**config.mk**
```make
export PLATFORM = sky130hd
export DESIGN_NAME = pc_fetch_ctrl_flat
export DESIGN_NICKNAME = d
export VERILOG_FILES = /design/src/rtl/pc_fetch_ctrl_if.sv /design/src/rtl/pc_fetch_ctrl.sv /design/src/flat_wrapper.sv
export SDC_FILE = /design/constraint.sdc
export NUM_CORES = 1
export LEC_CHECK = 0
export ABC_CLOCK_PERIOD_IN_PS = 2400
export CORE_ASPECT_RATIO = 0.5
export CORE_MARGIN = 3
export CORE_UTILIZATION = 31
export DETAILED_ROUTE_END_ITERATION = 7
export GPL_TIMING_DRIVEN = 0
export PLACE_DENSITY = 0.73
export REMOVE_ABC_BUFFERS = 1
export SLEW_MARGIN = 25
export SYNTH_ARGS = -nofsm -noshare
export SYNTH_HDL_FRONTEND = slang
export SYNTH_SLANG_ARGS = --single-unit
```
**constraint.sdc**
```tcl
create_clock -name clk -period 2.4 [get_ports clk]
set_input_delay 0.72 -clock clk [delete_from_list [all_inputs] [get_ports clk]]
set_output_delay 0.72 -clock clk [all_outputs]
set_load 0.05 [all_outputs]
```
**src/rtl/pc_fetch_ctrl_if.sv**
```systemverilog
// Instruction-memory request/acknowledge bundle between the fetch sequencer and instruction memory.
interface pc_fetch_ctrl_if #(
  parameter int AW = 16,
  parameter int DW = 16
);
  logic          imem_req;
  logic [AW-1:0] imem_addr;
  logic          imem_ack;
  logic [DW-1:0] imem_rdata;

  modport master (output imem_req, imem_addr, input imem_ack, imem_rdata);
  modport slave  (input imem_req, imem_addr, output imem_ack, imem_rdata);
endinterface

```
**src/rtl/pc_fetch_ctrl.sv**
```systemverilog
// Fetch sequencer: steers the PC load port, handshakes with instruction memory, registers instructions for decode.
// Optional trap redirect with exception-PC capture is enabled by defining PC_TRAP_EN.
module pc_fetch_ctrl #(
  parameter int            AW        = 16,
  parameter int            DW        = 16,
  parameter logic [AW-1:0] RESET_VEC = 16'h0000,
  parameter logic [AW-1:0] TRAP_VEC  = 16'h0004
) (
  input  logic          clk,
  input  logic          reset,
  input  logic [AW-1:0] pc,
  output logic          pc_load,
  output logic [AW-1:0] pc_in,
  pc_fetch_ctrl_if.master imem,
  input  logic          stall,
  input  logic          jump,
  input  logic [AW-1:0] jump_target,
  input  logic          branch_taken,
  input  logic [AW-1:0] branch_target,
  input  logic          halt,
`ifdef PC_TRAP_EN
  input  logic          trap,
  output logic [AW-1:0] epc,
`endif
  output logic [DW-1:0] instr,
  output logic          instr_valid,
  output logic [AW-1:0] instr_pc,
  output logic [1:0]    state
);

  typedef enum logic [1:0] {
    BOOT   = 2'd0,
    FETCH  = 2'd1,
    WAIT   = 2'd2,
    HALTED = 2'd3
  } state_t;

  state_t        cur_state;
  state_t        next_state;
  logic          active;
  logic          redirect;
  logic [AW-1:0] redirect_target;
  logic          accept;

  assign active = (cur_state == FETCH) || (cur_state == WAIT);
  assign state  = cur_state;

  // Redirect sources in priority order; any of them squashes the in-flight fetch.
  always_comb begin
    redirect        = 1'b0;
    redirect_target = pc;
    if (active) begin
`ifdef PC_TRAP_EN
      if (trap) begin
        redirect        = 1'b1;
        redirect_target = TRAP_VEC;
      end else
`endif
      if (jump) begin
        redirect        = 1'b1;
        redirect_target = jump_target;
      end else if (branch_taken) begin
        redirect        = 1'b1;
        redirect_target = branch_target;
      end
    end
  end

  assign accept = active && !redirect && !halt && imem.imem_ack && !stall;

  always_ff @(posedge clk) begin
    if (!reset) cur_state <= BOOT;
    else        cur_state <= next_state;
  end

  always_comb begin
    next_state = cur_state;
    case (cur_state)
      BOOT:        next_state = FETCH;
      FETCH, WAIT: begin
        if (redirect)           next_state = FETCH;
        else if (halt)          next_state = HALTED;
        else if (imem.imem_ack) next_state = FETCH;
        else                    next_state = WAIT;
      end
      HALTED:      next_state = HALTED;
      default:     next_state = BOOT;
    endcase
  end

  // The PC holds by reloading itself; only an accepted fetch lets it increment.
  always_comb begin
    pc_load        = 1'b1;
    pc_in          = pc;
    imem.imem_req  = 1'b0;
    imem.imem_addr = pc;
    case (cur_state)
      BOOT:        pc_in = RESET_VEC;
      FETCH, WAIT: begin
        if (redirect) begin
          imem.imem_req = 1'b1;
          pc_in         = redirect_target;
        end else if (!halt) begin
          imem.imem_req = 1'b1;
          if (imem.imem_ack && !stall) pc_load = 1'b0;
        end
      end
      default:     pc_in = pc;
    endcase
  end

  always_ff @(posedge clk) begin
    if (!reset) begin
      instr       <= '0;
      instr_valid <= 1'b0;
      instr_pc    <= '0;
    end else begin
      instr_valid <= accept;
      if (accept) begin
        instr    <= imem.imem_rdata;
        instr_pc <= pc;
      end
    end
  end

`ifdef PC_TRAP_EN
  always_ff @(posedge clk) begin
    if (!reset)              epc <= '0;
    else if (active && trap) epc <= pc;
  end
`endif

endmodule

```
**src/flat_wrapper.sv**
```systemverilog
// flat-port wrapper written by rule: the top's interface ports become plain ports
module pc_fetch_ctrl_flat 
#(
  parameter int            AW        = 16,
  parameter int            DW        = 16,
  parameter logic [AW-1:0] RESET_VEC = 16'h0000,
  parameter logic [AW-1:0] TRAP_VEC  = 16'h0004
)
  (clk, reset, pc, pc_load, pc_in, stall, jump, jump_target, branch_taken, branch_target, halt, instr, instr_valid, instr_pc, state, imem_imem_req, imem_imem_addr, imem_imem_ack, imem_imem_rdata);
  pc_fetch_ctrl_if #(.AW(AW), .DW(DW)) imem_i ();
  input  logic clk;
  input  logic reset;
  input  logic [AW-1:0] pc;
  output logic pc_load;
  output logic [AW-1:0] pc_in;
  input  logic stall;
  input  logic jump;
  input  logic [AW-1:0] jump_target;
  input  logic branch_taken;
  input  logic [AW-1:0] branch_target;
  input  logic halt;
  output logic [DW-1:0] instr;
  output logic instr_valid;
  output logic [AW-1:0] instr_pc;
  output logic [1:0] state;
  output wire logic [$bits(imem_i.imem_req)-1:0] imem_imem_req;
  output wire logic [$bits(imem_i.imem_addr)-1:0] imem_imem_addr;
  input wire logic [$bits(imem_i.imem_ack)-1:0] imem_imem_ack;
  input wire logic [$bits(imem_i.imem_rdata)-1:0] imem_imem_rdata;
  assign imem_imem_req = imem_i.imem_req;
  assign imem_imem_addr = imem_i.imem_addr;
  assign imem_i.imem_ack = imem_imem_ack;
  assign imem_i.imem_rdata = imem_imem_rdata;
  pc_fetch_ctrl #(.AW(AW), .DW(DW), .RESET_VEC(RESET_VEC), .TRAP_VEC(TRAP_VEC)) u_core (.clk(clk), .reset(reset), .pc(pc), .pc_load(pc_load), .pc_in(pc_in), .imem(imem_i), .stall(stall), .jump(jump), .jump_target(jump_target), .branch_taken(branch_taken), .branch_target(branch_target), .halt(halt), .instr(instr), .instr_valid(instr_valid), .instr_pc(instr_pc), .state(state));
endmodule
```
# --- After elaboration in Yosys (flattened, before gate mapping) ---
# Index checks and enable logic that the tools add are counted.
op_classes:
  muxes: 19
  n_eq_ne: 3
  n_reduce_logical: 11
ops:
  columns: ["operator", "count"]
  rows:
  - ["$mux 16", 4]
  - ["$pmux 16 s2", 1]
  - ["$mux 1", 10]
  - ["$mux 2", 3]
  - ["$pmux 2 s3", 1]
  - ["$logic_and 1x1->1", 5]
  - ["$eq 2x2->1 const B", 2]
  - ["$logic_not 1->1", 3]
  - ["$eq 2x1->1 const B", 1]
  - ["$logic_not 2->1", 1]
  - ["$reduce_or 2->1", 1]
  - ["$logic_or 1x1->1", 1]
word_totals:
  reg_bits: 35
  in_bits: 71

# --- Depth between registers and ports, before layout ---
depth:
  word_depth: 8
  depth_mapped: 7

# --- Worst setup path after synthesis ---
# Ideal clock, no wire load.
synth_path:
  path_type: "reg-to-output"
  from: "register u_core.cur_state[0], in the netlist u_core.state[0]"
  to: "output port pc_in[10]"
  path_buffers: 1
  slack_ns: -0.776
  t_arrival_ns: 2.456
  path_stages_with_launch: 7
  path_cell_list: "dfxtp_1 > inv_1 > ha_1 > inv_1 > or3_1 > clkbuf_1 > o2bb2ai_1"
synth_between:
  elab_chain_len: 5
  word_cells_on_any_way: 9
synth_rtl:
  columns: ["element", "line_no", "source"]
  rows:
  - ["start: declaration", "pc_fetch_ctrl.sv:38", "state_t cur_state;"]
  - ["start signal: assignment", "pc_fetch_ctrl.sv:73", "else cur_state <= next_state;"]
  - ["$eq 2x1->1 / $eq 2x2->1 (equally long branches)", "pc_fetch_ctrl.sv:45, pc_fetch_ctrl.sv:97", null]
  - ["$logic_or 1x1->1", "pc_fetch_ctrl.sv:45", "assign active = (cur_state == FETCH) || (cur_state == WAIT);"]
  - ["$mux 16 / $mux 1 (equally long branches)", "pc_fetch_ctrl.sv:52", "if (active) begin"]
  - ["$mux 16", "pc_fetch_ctrl.sv:100", "if (redirect) begin"]
  - ["$pmux 16 s2 *", "pc_fetch_ctrl.sv:97", "case (cur_state)"]
  - ["end: declaration", "flat_wrapper.sv:15", "output logic [AW-1:0] pc_in;"]
# Every way passes the cells marked *; elsewhere a longest branch is shown, timed or not.

# --- Worst setup path after layout ---
layout_path:
  from: "register u_core.cur_state[0], in the netlist u_core.state[0]"
  to: "output port pc_in[8]"
# The elaborated chain is that of the path after synthesis.

==> results.cfg <==
[setup_path]
cp-endpoint = pc_in[8]
arrival_ns = 1.92
ff2ff_path_depth = 9
timing.rr.end = u_core.instr_pc[14]$_SDFFE_PN0P_
max_stage_delay_ns = 0.51
r2r_slack_ns = 0.20
path_cells = inv_2 > ha_4 > clkinvlp_4 > or3_4 > o2bb2ai_4 > buf_6
critPathLaunchType = register
crit_start = u_core.state[0]$_SDFF_PN0_
critPathCaptureType = output port
cp.required_ns = 1.68
r2r-start = u_core.state[0]$_SDFF_PN0_
cp_max_fo = 5
crit_slowest_cell = or3_4
crit_type = reg -> out

[timing]
holdWs_ns = 0.454
fmax_mhz = 379
maxSlewViolCount = 0
post-route-period-util = 1.10
hold_viol_final = 0
clock_skew_ns = 0.00278
maxSlewHeadroom = 0.643
tightest_slew_ns = 0.534
rsz0062_at_grt = yes
layout_setup_ws_ns = -0.235
finalCriticalPeriod_ns = 2.64
finalSetupViolCount = 17

[run_status]
violations = negative setup slack
status = finished with violations

[cells_and_area]
insertedDiodeCount = 0
layout-drive-gt1-share = 0.265
syn2layout_area_growth_pct = 91.1
final_cell_mix = clkdlybuf4s50_1 (91), nand2_1 (64), dfxtp_1 (33)
finalNonFillerCells = 435
final_common_cell = clkdlybuf4s50_1
fin_nets = 424

[global_route]
grt-ovfl-total = 0
grt_max_degree = 41
antenna_found_initial = 0
grt_pass1_vias = 2082
grt_pass1_wl_mm = 11.5
grtUsageTotal = 0.193

[drt]
drtPass1Iterations = 4
post-route-drc-count = 0
drt-initial-drc-count = 98
wl_per_cell_um = 18.1
drt_wl_total_mm = 7.86
viasPerCell = 4.83
postRouteAntennaNets = 0
vias = 2103

[synth]
yosysWarnings = 0
postSynthAreaPerCell_um2 = 8.95
synthArstFlopShare = 0
synth_flop_cell = dfxtp_1
synth-edff-count = 0
seq_area_frac_synth = 0.356
synth_cell_types = 29
synth_area_um2 = 1970
ys_ff_latch = 35
synth_cells = 220

[placement]
port_buffers = 139
place_inst = 413
gp_congestion = 0.788
dp_hpwl_mm = 5.36

[hold_path]
hold_class = reg -> reg

[die]
start_util = 0.340
die_h_um = 62.4
ios = 140
die-area_um2 = 7400
rows = 19
core_um2 = 5800
fp.dieW_um = 119

[clock_network]
holdBufCountCts = 0
cts_tree = done
clk_path_buf_depth = 2
cts-root-buf = clkbuf_16
cts.clk_slew.worst_paths_ns = 0.05
cts_made_buffers = 5
h-tree-depth = 2
clkLatencyLatePin_ns = 0.28
cts.sinks = 35

[pwr]
pwr_density_cell_nw_per_um2 = 485
p_leak_nw = 1.43
ir_drop_mv = 0.254

[flow_run]
max-cap-violations = 0
-- critical path: cells and delay by family (launching register included) --
kind                     cells  cell delay [ns]
AND/OR/NAND/NOR              1             0.51
flip-flops                   1             0.34
AO/OA/AOI/OAI                1             0.16
buffers and inverters        3             0.35
adder cells (fa/ha/maj)      1             0.28
-- cell usage after synthesis (2+ instances only) --
cell type	number	area share
dfxtp_1	35	0.36
nand2b_1	2	0.0064
a22oi_1	4	0.015
nand2_1	64	0.12
mux2i_1	32	0.16
o221a_2	7	0.040
buf_4	16	0.061
o22ai_1	5	0.016
ha_1	3	0.019
buf_6	2	0.011
o22a_1	7	0.031
buf_12	3	0.030
o2bb2ai_1	9	0.040
buf_2	2	0.0051
inv_1	5	0.0095
clkbuf_1	11	0.021
-- registers in the layout, summed over array words and instances, names as in the netlist --
register,cells
u_core.instr_valid,1
u_core.instr_pc,16
u_core.instr,16
u_core.state,2
-- routing by layer --
layer | routed length [µm] | track usage | up-vias | part of all wire
met5 | 0 | 0 | - | 0
met1 | 3080 | 0.210 | 1033 | 0.39
met3 | 251 | 0.0471 | 16 | 0.032
met2 | 4330 | 0.377 | 42 | 0.55
li1 | - | - | 1012 | -
met4 | 200 | 0.0476 | 0 | 0.025
-- cell families (layout without fill, tap and decap cells) --
family / Yosys count / after routing / share of synthesized area
fa+ha+maj: 3 / 3 / 0.0191
simple gates: 74 / 75 / 0.164
flops: 35 / 35 / 0.356
mux: 32 / 32 / 0.163
buf+inv: 39 / 169 / 0.139
compound gates: 37 / 37 / 0.160
-- worst min path at each step --
stage                                                 from                          endpoint  cells after the start
final                      u_core.instr_pc[9]$_SDFFE_PN0P_   u_core.instr_pc[9]$_SDFFE_PN0P_                      2
after global routing      u_core.instr_pc[13]$_SDFFE_PN0P_  u_core.instr_pc[13]$_SDFFE_PN0P_                      2
after CTS                  u_core.instr_pc[0]$_SDFFE_PN0P_   u_core.instr_pc[0]$_SDFFE_PN0P_                      2
after detailed placement   u_core.instr_pc[0]$_SDFFE_PN0P_   u_core.instr_pc[0]$_SDFFE_PN0P_                      2
after global placement       u_core.instr[10]$_SDFFE_PN0P_     u_core.instr[10]$_SDFFE_PN0P_                      2
after floorplan               u_core.instr[0]$_SDFFE_PN0P_      u_core.instr[0]$_SDFFE_PN0P_                      2
-- metrics by stage --
step           setup slack, ns  utilization  area (µm²)  total power [W]  TNS, ns
4_1_cts                 -0.173        0.634        3680          0.00181    -1.54
3_3_place_gp             -2.74        0.554        3210          0.00111   -84.52
5_1_grt                 -0.275        0.649        3760          0.00190    -3.89
3_5_place_dp             -1.57        0.562        3260          0.00112   -44.62
6_report                -0.235        0.649        3760          0.00183    -2.80
2_1_floorplan            -1.96            -        1720         0.000810   -44.93
-- area by class of cell --
| class | count | area, µm² |
|---|---|---|
| multi-input cells | 147 | 1250 |
| clock buffers | 7 | 133 |
| fillers | 476 | 2040 |
| clock inverters | 1 | 5.00 |
| well taps | 84 | 105 |
| inverters | 5 | 26.3 |
| repair buffers | 156 | 1550 |
| flip-flops and latches | 35 | 703 |
-- power breakdown --
| part | leakage [nW] | internal, W | switching (W) |
|---|---|---|---|
| clock network | 0.0679 | 0.000383 | 0.000234 |
| registers | 0.283 | 0.000587 | 0.00000330 |
| logic | 1.08 | 0.000272 | 0.000346 |
| total | 1.43 | 0.00124 | 0.000583 |
-- repair_timing --
| action | in CTS | in global routing |
|---|---|---|
| resized for setup | 234 | 25 |
| pin swaps | 13 | 2 |
| cloned | 1 | 0 |
| setup endpoints to repair | 60 | 22 |
| buffers inserted | 11 | 2 |
(Power assumes the default switching activity.)
